--- config.mk ---
export PLATFORM = sky130hd
export DESIGN_NAME = game_timer_bcd
export DESIGN_NICKNAME = d
export VERILOG_FILES = /design/src/rtl/game_timer_defs.sv /design/src/rtl/bcd_digit.sv /design/src/rtl/game_timer_bcd.sv
export SDC_FILE = /design/constraint.sdc
export NUM_CORES = 1
export LEC_CHECK = 0
export CAP_MARGIN = 20
export CORE_MARGIN = 3
export CORE_UTILIZATION = 46
export DETAILED_ROUTE_END_ITERATION = 10
export PLACE_DENSITY = 0.84
export SETUP_SLACK_MARGIN = 0.05
export SLEW_MARGIN = 20
export SYNTH_ARGS = -nofsm -noshare
export SYNTH_HDL_FRONTEND = slang
export SYNTH_HIERARCHICAL = 1
export SYNTH_SLANG_ARGS = --single-unit
--- constraint.sdc ---
create_clock -name clk -period 3.15 [get_ports clk]
set_clock_uncertainty 0.05 [all_clocks]
set_input_delay 0.63 -clock clk [delete_from_list [all_inputs] [get_ports clk]]
set_output_delay 0.63 -clock clk [all_outputs]
set_load 0.01 [all_outputs]
--- src/rtl/game_timer_defs.sv ---
// rtl/game_timer_defs.sv - shared encodings and constants for the survival run-time timer
// Purpose: state encoding and BCD constants used by game_timer_bcd and bcd_digit.
// Ports: none (package).
package game_timer_defs;

  localparam int         BCD_W        = 4;
  localparam logic [3:0] BCD_MAX      = 4'd9;
  localparam int         CENTI_DIGITS = 2;

  typedef enum logic [1:0] {
    ST_IDLE = 2'd0,
    ST_RUN  = 2'd1,
    ST_HOLD = 2'd2,
    ST_SAT  = 2'd3
  } state_t;

endpackage

--- src/rtl/bcd_digit.sv ---
// rtl/bcd_digit.sv - one decade counter stage of the run-time timer chain
// Purpose: single BCD digit that advances on carry-in and wraps 9 -> 0.
// Ports:
//   clk   - system clock
//   reset - asynchronous active-high reset, zeroes the digit
//   clear - synchronous zero, dominates inc
//   inc   - carry-in from the next lower digit (or the honoured tick)
//   q     - current BCD digit value
//   carry - combinational carry-out, inc && q==9
module bcd_digit
  import game_timer_defs::*;
(
  input  logic             clk,
  input  logic             reset,
  input  logic             clear,
  input  logic             inc,
  output logic [BCD_W-1:0] q,
  output logic             carry
);

  always_ff @(posedge clk or posedge reset) begin
    if (reset) begin
      q <= '0;
    end else if (clear) begin
      q <= '0;
    end else if (inc) begin
      q <= (q == BCD_MAX) ? '0 : q + 1'b1;
    end
  end

  assign carry = inc && (q == BCD_MAX);

endmodule

--- src/rtl/game_timer_bcd.sv ---
// rtl/game_timer_bcd.sv - BCD seconds/hundredths run-time clock with start/stop/clear control
// Purpose: counts honoured 100 Hz ticks as BCD sss.cc for the score renderer.
// Optional feature: define GAME_TIMER_BEST_EN to add the best-time register.
// Ports:
//   clk, reset         - system clock, asynchronous active-high reset
//   tick               - 100 Hz one-cycle pulse from the upstream tick counter
//   start, stop, clear - control pulses, priority clear > stop > start > tick
//   running            - high while in RUN
//   centi              - BCD hundredths {tens, units}
//   secs               - BCD seconds, most significant digit in the top nibble
//   sec_pulse          - one cycle when hundredths wrap 99 -> 00
//   saturated          - high in SAT (value held at all nines)
//   best_centi, best_secs, new_best - best time and its update pulse (GAME_TIMER_BEST_EN only)
module game_timer_bcd
  import game_timer_defs::*;
#(
  parameter int SEC_DIGITS = 3
) (
  input  logic                      clk,
  input  logic                      reset,
  input  logic                      tick,
  input  logic                      start,
  input  logic                      stop,
  input  logic                      clear,
  output logic                      running,
  output logic [7:0]                centi,
  output logic [4*SEC_DIGITS-1:0]   secs,
  output logic                      sec_pulse,
  output logic                      saturated
`ifdef GAME_TIMER_BEST_EN
  ,
  output logic [7:0]                best_centi,
  output logic [4*SEC_DIGITS-1:0]   best_secs,
  output logic                      new_best
`endif
);

  localparam int N  = CENTI_DIGITS + SEC_DIGITS;
  localparam int W  = BCD_W * N;
  localparam int CW = BCD_W * CENTI_DIGITS;

  state_t         state, state_next;
  logic [W-1:0]   digits;     // {secs, centi}, least significant digit at bit 0
  logic [N:0]     carry;
  logic [N-1:0]   is_max;
  logic           tick_ok;
  logic           all_max;
  logic           sat_hit;

  // Any control pulse in the same cycle swallows the tick, even an ignored start.
  assign tick_ok = tick && !clear && !stop && !start && (state == ST_RUN);
  assign all_max = &is_max;

  // The chain is never fed at all-nines, so the value holds instead of wrapping.
  assign carry[0] = tick_ok && !all_max;

  for (genvar i = 0; i < N; i++) begin : g_digit
    bcd_digit u_digit (
      .clk   (clk),
      .reset (reset),
      .clear (clear),
      .inc   (carry[i]),
      .q     (digits[i*BCD_W +: BCD_W]),
      .carry (carry[i+1])
    );
    assign is_max[i] = (digits[i*BCD_W +: BCD_W] == BCD_MAX);
  end

  // carry[N] is zero by construction (chain gated at all-nines); folding it in
  // means any overflow of the top digit would still land in SAT, never roll over.
  assign sat_hit = (tick_ok && all_max) || carry[N];

  always_comb begin
    state_next = state;
    if (clear) begin
      state_next = ST_IDLE;
    end else begin
      case (state)
        ST_IDLE: if (start) state_next = ST_RUN;
        ST_RUN: begin
          if (stop)         state_next = ST_HOLD;
          else if (sat_hit) state_next = ST_SAT;
        end
        ST_HOLD: if (start) state_next = ST_RUN;
        ST_SAT:  state_next = ST_SAT;
        default: state_next = ST_IDLE;
      endcase
    end
  end

  always_ff @(posedge clk or posedge reset) begin
    if (reset) begin
      state     <= ST_IDLE;
      running   <= 1'b0;
      saturated <= 1'b0;
      sec_pulse <= 1'b0;
    end else begin
      state     <= state_next;
      running   <= (state_next == ST_RUN);
      saturated <= (state_next == ST_SAT);
      // Carry out of the hundredths tens digit is exactly the 99 -> 00 wrap.
      sec_pulse <= carry[CENTI_DIGITS];
    end
  end

  assign centi = digits[CW-1:0];
  assign secs  = digits[W-1:CW];

`ifdef GAME_TIMER_BEST_EN
  logic [W-1:0] best;
  logic         capture;

  // Leaving RUN by stop or saturation ends a life; BCD order matches binary order.
  assign capture = (state == ST_RUN) &&
                   ((state_next == ST_HOLD) || (state_next == ST_SAT));

  always_ff @(posedge clk or posedge reset) begin
    if (reset) begin
      best     <= '0;
      new_best <= 1'b0;
    end else begin
      new_best <= 1'b0;
      if (capture && (digits > best)) begin
        best     <= digits;
        new_best <= 1'b1;
      end
    end
  end

  assign best_centi = best[CW-1:0];
  assign best_secs  = best[W-1:CW];
`endif

endmodule

## Word-level counts from Yosys, hierarchy flattened

Index checks and enable logic that the tools add are counted.

| word-level totals | value |
|---|---|
| memories kept | 0 |
| output and inout port bits | 23 |
| bits in writable memories | 0 |
| bits in latches | 0 |
| bits in read-only memories | 0 |
| logic and storage cells | 68 |
| register bits after elaboration | 25 |
| bits of input ports | 6 |

| operators by class | value |
|---|---|
| $lt $le $gt $ge | 0 |
| reductions and logical operators | 24 |
| multiplexer cells | 20 |
| equality and inequality tests | 10 |
| div/mod/pow operators | 0 |
| bitwise operators | 0 |
| multipliers | 0 |
| add/sub/neg operators | 5 |
| shift-type cells | 0 |

Operators by type and width:

| kind | number |
|---|---|
| 2-to-1 mux 4 bit | 15 |
| adder 4 x 1 -> 4 bit, second input constant | 5 |
| equality test 4 bit, second input constant | 5 |
| logical AND 1 bit | 11 |
| nonzero test 2 bit | 5 |
| 2-to-1 mux 2 bit | 4 |
| equality test 2 bit, second input constant | 3 |
| case mux 2 bit (3 select lines) | 1 |
| AND reduction 5 bit | 1 |
| equality test 2 x 1 -> 1 bit, second input constant | 2 |
| logical NOT 1 bit | 4 |
| logical NOT 2 bit | 1 |
| OR reduction 2 bit | 1 |
| logical OR 1 bit | 1 |

## Longest topological paths before layout

| depth | value |
|---|---|
| depth after elaboration | 17 |
| gate-level depth with buffers | 17 |

## Cells and area by module

The synthesis kept the hierarchy.

By module, submodules not included:

| module | cells each | instances | seq. area each (um2) | area each (um2) |
|---|---|---|---|---|
| bcd_digit | 27 | 5 | 100.1 | 244.0 |
| game_timer_bcd | 26 | 1 | 125.1 | 297.8 |

## Worst setup path after synthesis

Ideal clock, no wire load.

| timing | value |
|---|---|
| path kind | in2reg |
| from | input clear |
| to | register saturated |
| arrival time | 3.187 ns |
| stages on the path | 16 |
| setup slack | -0.153 ns |
| required time | 3.034 ns |
| cells stage by stage | nor3b_2 -> o2111a_1 -> inv_1 -> nor2_1 -> inv_1 -> nor2_1 -> inv_1 -> nor2_1 -> inv_1 -> nor2_1 -> inv_1 -> nor2_1 -> o21a_1 -> a21oi_1 -> o32ai_2 -> and2_1 |

| on the way | value |
|---|---|
| cells in the longest elaborated chain, start to end | 17 |
| elaborated cells between the ends (all ways) | 18 |
| classes of those cells | eq/ne (1); mux (4); reduce/logical (13) |

RTL lines:

| what | RTL line | text |
|---|---|---|
| start, declared | game_timer_bcd.sv:24 | `input logic clear,` |
| logical NOT 1 bit | game_timer_bcd.sv:51 | `assign tick_ok = tick && !clear && !stop && !start && (state == ST_RUN);` |
| logical AND 1 bit (4 in series) | game_timer_bcd.sv:51 |  |
| logical AND 1 bit | game_timer_bcd.sv:55 | `assign carry[0] = tick_ok && !all_max;` |
| named net carry[0] | game_timer_bcd.sv:44 | `logic [N:0] carry;` |
| logical AND 1 bit | bcd_digit.sv:31 | `assign carry = inc && (q == BCD_MAX);` |
| named net carry[1] | game_timer_bcd.sv:44 |  |
| logical AND 1 bit | bcd_digit.sv:31 |  |
| named net carry[2] | game_timer_bcd.sv:44 |  |
| [1 not listed] | -- |  |
| named net carry[3] | game_timer_bcd.sv:44 |  |
| [1 not listed] | -- |  |
| named net carry[4] | game_timer_bcd.sv:44 |  |
| [1 not listed] | -- |  |
| named net carry[5] | game_timer_bcd.sv:44 |  |
| logical OR 1 bit | game_timer_bcd.sv:71 | `assign sat_hit = (tick_ok && all_max) \|\| carry[N];` |
| 2-to-1 mux 2 bit | game_timer_bcd.sv:82 | `else if (sat_hit) state_next = ST_SAT;` |
| 2-to-1 mux 2 bit | game_timer_bcd.sv:81 | `if (stop) state_next = ST_HOLD;` |
| case mux 2 bit (3 select lines) | game_timer_bcd.sv:78 | `case (state)` |
| 2-to-1 mux 2 bit | game_timer_bcd.sv:75 | `if (clear) begin` |
| named net state_next[1] | game_timer_bcd.sv:42 | `state_t state, state_next;` |
| equality test 2 bit | game_timer_bcd.sv:100 | `saturated <= (state_next == ST_SAT);` |
| end signal, assigned | game_timer_bcd.sv:100 |  |
| end, declared | game_timer_bcd.sv:29 | `output logic saturated` |

The timed path passes the listed nets, and every way through them passes these cells.
A chain may end at the register's enable or synchronous reset.

## Worst setup path after layout

| timing | value |
|---|---|
| from | register g_digit[0].u_digit.q[1] |
| to | register running |

| on the way | value |
|---|---|
| cells in the longest elaborated chain, start to end | 15 |
| elaborated cells between the ends (all ways) | 16 |
| classes of those cells | eq/ne (2); mux (4); reduce/logical (10) |

RTL lines:

| what | RTL line | text |
|---|---|---|
| start, declared | bcd_digit.sv:17 | `output logic [BCD_W-1:0] q,` |
| start signal, assigned | bcd_digit.sv:27 | `q <= (q == BCD_MAX) ? '0 : q + 1'b1;` |
| equality test 4 bit | game_timer_bcd.sv:66 | `assign is_max[i] = (digits[i*BCD_W +: BCD_W] == BCD_MAX);` |
| AND reduction 5 bit | game_timer_bcd.sv:52 | `assign all_max = &is_max;` |
| logical NOT 1 bit | game_timer_bcd.sv:55 |  |
| logical AND 1 bit | game_timer_bcd.sv:55 |  |
| named net carry[0] | game_timer_bcd.sv:44 |  |
| logical AND 1 bit | bcd_digit.sv:31 |  |
| named net carry[1] | game_timer_bcd.sv:44 |  |
| logical AND 1 bit | bcd_digit.sv:31 |  |
| named net carry[2] | game_timer_bcd.sv:44 |  |
| [1 not listed] | -- |  |
| named net carry[3] | game_timer_bcd.sv:44 |  |
| [1 not listed] | -- |  |
| named net carry[4] | game_timer_bcd.sv:44 |  |
| [1 not listed] | -- |  |
| named net carry[5] | game_timer_bcd.sv:44 |  |
| logical OR 1 bit | game_timer_bcd.sv:71 |  |
| 2-to-1 mux 2 bit | game_timer_bcd.sv:82 |  |
| 2-to-1 mux 2 bit | game_timer_bcd.sv:81 |  |
| case mux 2 bit (3 select lines) | game_timer_bcd.sv:78 |  |
| 2-to-1 mux 2 bit | game_timer_bcd.sv:75 |  |
| named net state_next[1] | game_timer_bcd.sv:42 |  |
| equality test 2 x 1 -> 1 bit | game_timer_bcd.sv:99 | `running <= (state_next == ST_RUN);` |
| end signal, assigned | game_timer_bcd.sv:99 |  |
| end, declared | game_timer_bcd.sv:25 | `output logic running,` |

The timed path passes the listed nets, and every way through them passes these cells.

==> flow_summary.ini <==
[outcome]
outcome = finished clean

[finish]
final_common_cell = clkdlybuf4s50_1
diodes = 0
layout_common_cells = clkdlybuf4s50_1 (28), dfrtp_1 (22), nand2_1 (21)
drive_above_1_share_pct = 18.45
finish.instance_area_sq_mm = 0.001996
syn_to_final_growth_pct = 31.49
layout.nets = 223
final_core_util_pct = 64.31
final_cells = 250

[clocking]
clkTransAtPathRegs_ps = 140
cts_root_buffer = clkbuf_4
tritoncts = done
clkSinkCount = 25
numCtsBuffers = 3
clkLatencyLatePin_ps = 320
clk_path_buf_depth = 2
htreeDepth = 1

[worst_hold_path]
hold_path_class = reg -> reg

[floorplanning]
ioPinCount = 29
rows = 20
die_w_um = 63.44
dieArea_sq_mm = 0.004025
start_util_pct = 48.91
die_h_um = 63.44
design.core.area_sq_mm = 0.003103

[drt]
drc = 0
via_per_inst = 5.576
post_drt_wl_per_cell_um = 14.90
wl_mm = 3.725
dr_total_vias = 1394
drt_iter0_markers = 106
dr.pass1.iters = 5
ant_nets = 0

[global_routing]
grt_pass1_wl_mm = 6.375
antenna_found_initial = 0
grt.total_usage_pct = 19.29
grt_pass1_vias = 1463
grt_max_degree = 24
gr-total-overflow = 0

[critical_path]
crit_path_start = g_digit[0].u_digit/q[1]$_DFFE_PP0P_
crit_end = running$_DFF_PP0_
r2r_end = running$_DFF_PP0_
critPathMaxFanout = 7
r2r_slack_ps = 250
reg2reg_depth = 18
worstPathRequired_ps = 3320
endpoint_kind = flop
cp.arrival_ps = 3070
critPathKind = reg -> reg
start_kind = flop
r2r_start = g_digit[0].u_digit/q[1]$_DFFE_PP0P_

[flow_run]
maxCapViolCount = 0

[place]
gp_congestion = 0.8534
dpl_cell_area_sq_mm = 0.001928
hpwl_mm = 2.745
io_buffers = 28
place_inst = 242

[synth]
ys_seq_area_share_pct = 41.22
syn_nets = 177
synth_seq_cells = 25
yosysWarnings = 6
ys_types = 27
syn_area_sq_mm = 0.001518
netlist_instances = 161
avgSynthCellArea_sq_um = 9.427

[power]
ir_drop_v = 0.0001329
p_leak_nw = 0.7935
p_per_area_mw_per_mm2 = 256.5

[timing]
final_max_slew_viol_count = 0
tns_ps = 0
hold-worst-slack_ps = 572.7
clock.fmax_mhz = 344.7
slew_headroom_pct = 78.30
hold_violations = 0
tightest_slew_ps = 325.6
setup_viol = 0
min_period_ps = 2901
min_period_over_period_pct = 92.11
==> stage by stage <==
| stage | setup WS, ps | total power, W |
|---|---|---|
| 3_3_place_gp | 29.97 | 0.0003676 |
| 2_1_floorplan | 71.11 | 0.0003470 |
| 3_5_place_dp | -94.08 | 0.0003699 |
| 6_report | 248.5 | 0.0005118 |
| 4_1_cts | 238.3 | 0.0005155 |
| 5_1_grt | -7.097 | 0.0005317 |
==> worst max-delay path, stage by stage (launching register included) <==
cell	delay (ps)
dfrtp_1	480
nor4bb_1	340
nand2_1	160
o2111a_1	290
inv_1	90
nor2_1	50
buf_4	150
inv_1	90
nor2_2	50
inv_1	100
nor2_2	60
inv_1	80
nor2_2	40
inv_1	70
nor2_1	50
o21a_1	160
a21oi_1	140
o32ai_2	120
nor4_1	220
==> what timing repair did <==
action                     4_1_cts  5_1_grt
setup buffers                    0        4
hold buffers                     0        0
gates resized for setup          0        4
setup endpoints to repair        0        3
==> where the power goes <==
group / internal [W] / total [W] / switching (W)
Combinational: 0.0000169 / 0.0000389 / 0.0000220
Sequential: 0.000324 / 0.000327 / 0.00000280
Clock: 0.0000475 / 0.000146 / 0.0000985
Total: 0.000389 / 0.000512 / 0.000123
==> area by class of cell <==
type	count	area (sq um)
Tap cell	44	55.05
Clock buffer	3	22.52
Timing Repair Buffer	41	377.9
Sequential cell	25	629.4
Fill cell	263	1107
Multi-Input combinational cell	120	845.8
Clock inverter	1	5.005
Inverter	16	60.06
==> worst min path at each step <==
stage	slack (ps)	cells past startpoint	startpoint	endpoint
after global routing	600	2	g_digit[1].u_digit/q[1]$_DFFE_PP0P_	g_digit[1].u_digit/q[1]$_DFFE_PP0P_
after CTS	570	2	g_digit[3].u_digit/q[3]$_DFFE_PP0P_	g_digit[3].u_digit/q[3]$_DFFE_PP0P_
after floorplan	350	1	reset	g_digit[0].u_digit/q[0]$_DFFE_PP0P_
final	570	2	g_digit[3].u_digit/q[3]$_DFFE_PP0P_	g_digit[3].u_digit/q[3]$_DFFE_PP0P_
after detailed placement	560	2	g_digit[3].u_digit/q[3]$_DFFE_PP0P_	g_digit[3].u_digit/q[3]$_DFFE_PP0P_
after global placement	540	2	g_digit[0].u_digit/q[1]$_DFFE_PP0P_	g_digit[0].u_digit/q[1]$_DFFE_PP0P_
==> registers in the layout, indices dropped and copies added, names as in the netlist <==
name	flops
g_digit.u_digit/q	20
state	2
running	1
saturated	1
sec_pulse	1
==> cell families (layout without fill, tap and decap cells) <==
kind of cell	Yosys count	count (layout)	synth area share, %
flip-flops	25	25	41.22
adder cells (fa/ha/maj)	10	10	8.244
buffers and inverters	16	61	3.957
AND/OR/NAND/NOR	65	65	27.12
AO/OA/AOI/OAI	45	45	19.46
==> layer usage <==
layer	track usage [%]	up-vias	share of wire [%]
met1	24.92	674	44
li1	-	664	-
met2	32.46	46	50
met5	0	-	0
met3	2.674	10	4.8
met4	7.547	0	1.9
==> synthesized netlist by cell type <==
cell | number | share of area (%)
nand2_2 | 5 | 2.1
a21oi_2 | 5 | 2.9
and4bb_1 | 2 | 1.6
nor4_1 | 1 | 0.41
and2_1 | 1 | 0.41
nand3b_1 | 15 | 7.4
nand2_1 | 21 | 5.2
o21a_1 | 1 | 0.49
inv_1 | 16 | 4.0
and4b_1 | 5 | 3.3
nor3_1 | 1 | 0.33
nor3b_2 | 1 | 0.82
nand3_2 | 1 | 0.66
o2111a_1 | 1 | 0.74
o21ai_1 | 6 | 2.0
dfrtp_1 | 25 | 41
a21boi_0 | 5 | 2.5
nor4bb_1 | 2 | 1.3
o32ai_2 | 1 | 1.1
nor2_1 | 7 | 1.7
o21ai_0 | 5 | 1.6
a21oi_1 | 16 | 5.3
nand2b_1 | 1 | 0.41
ha_1 | 10 | 8.2
and4bb_2 | 1 | 0.82
and3b_1 | 1 | 0.58
a211o_1 | 5 | 2.9
Note: power is estimated with default switching activity, not from simulation.
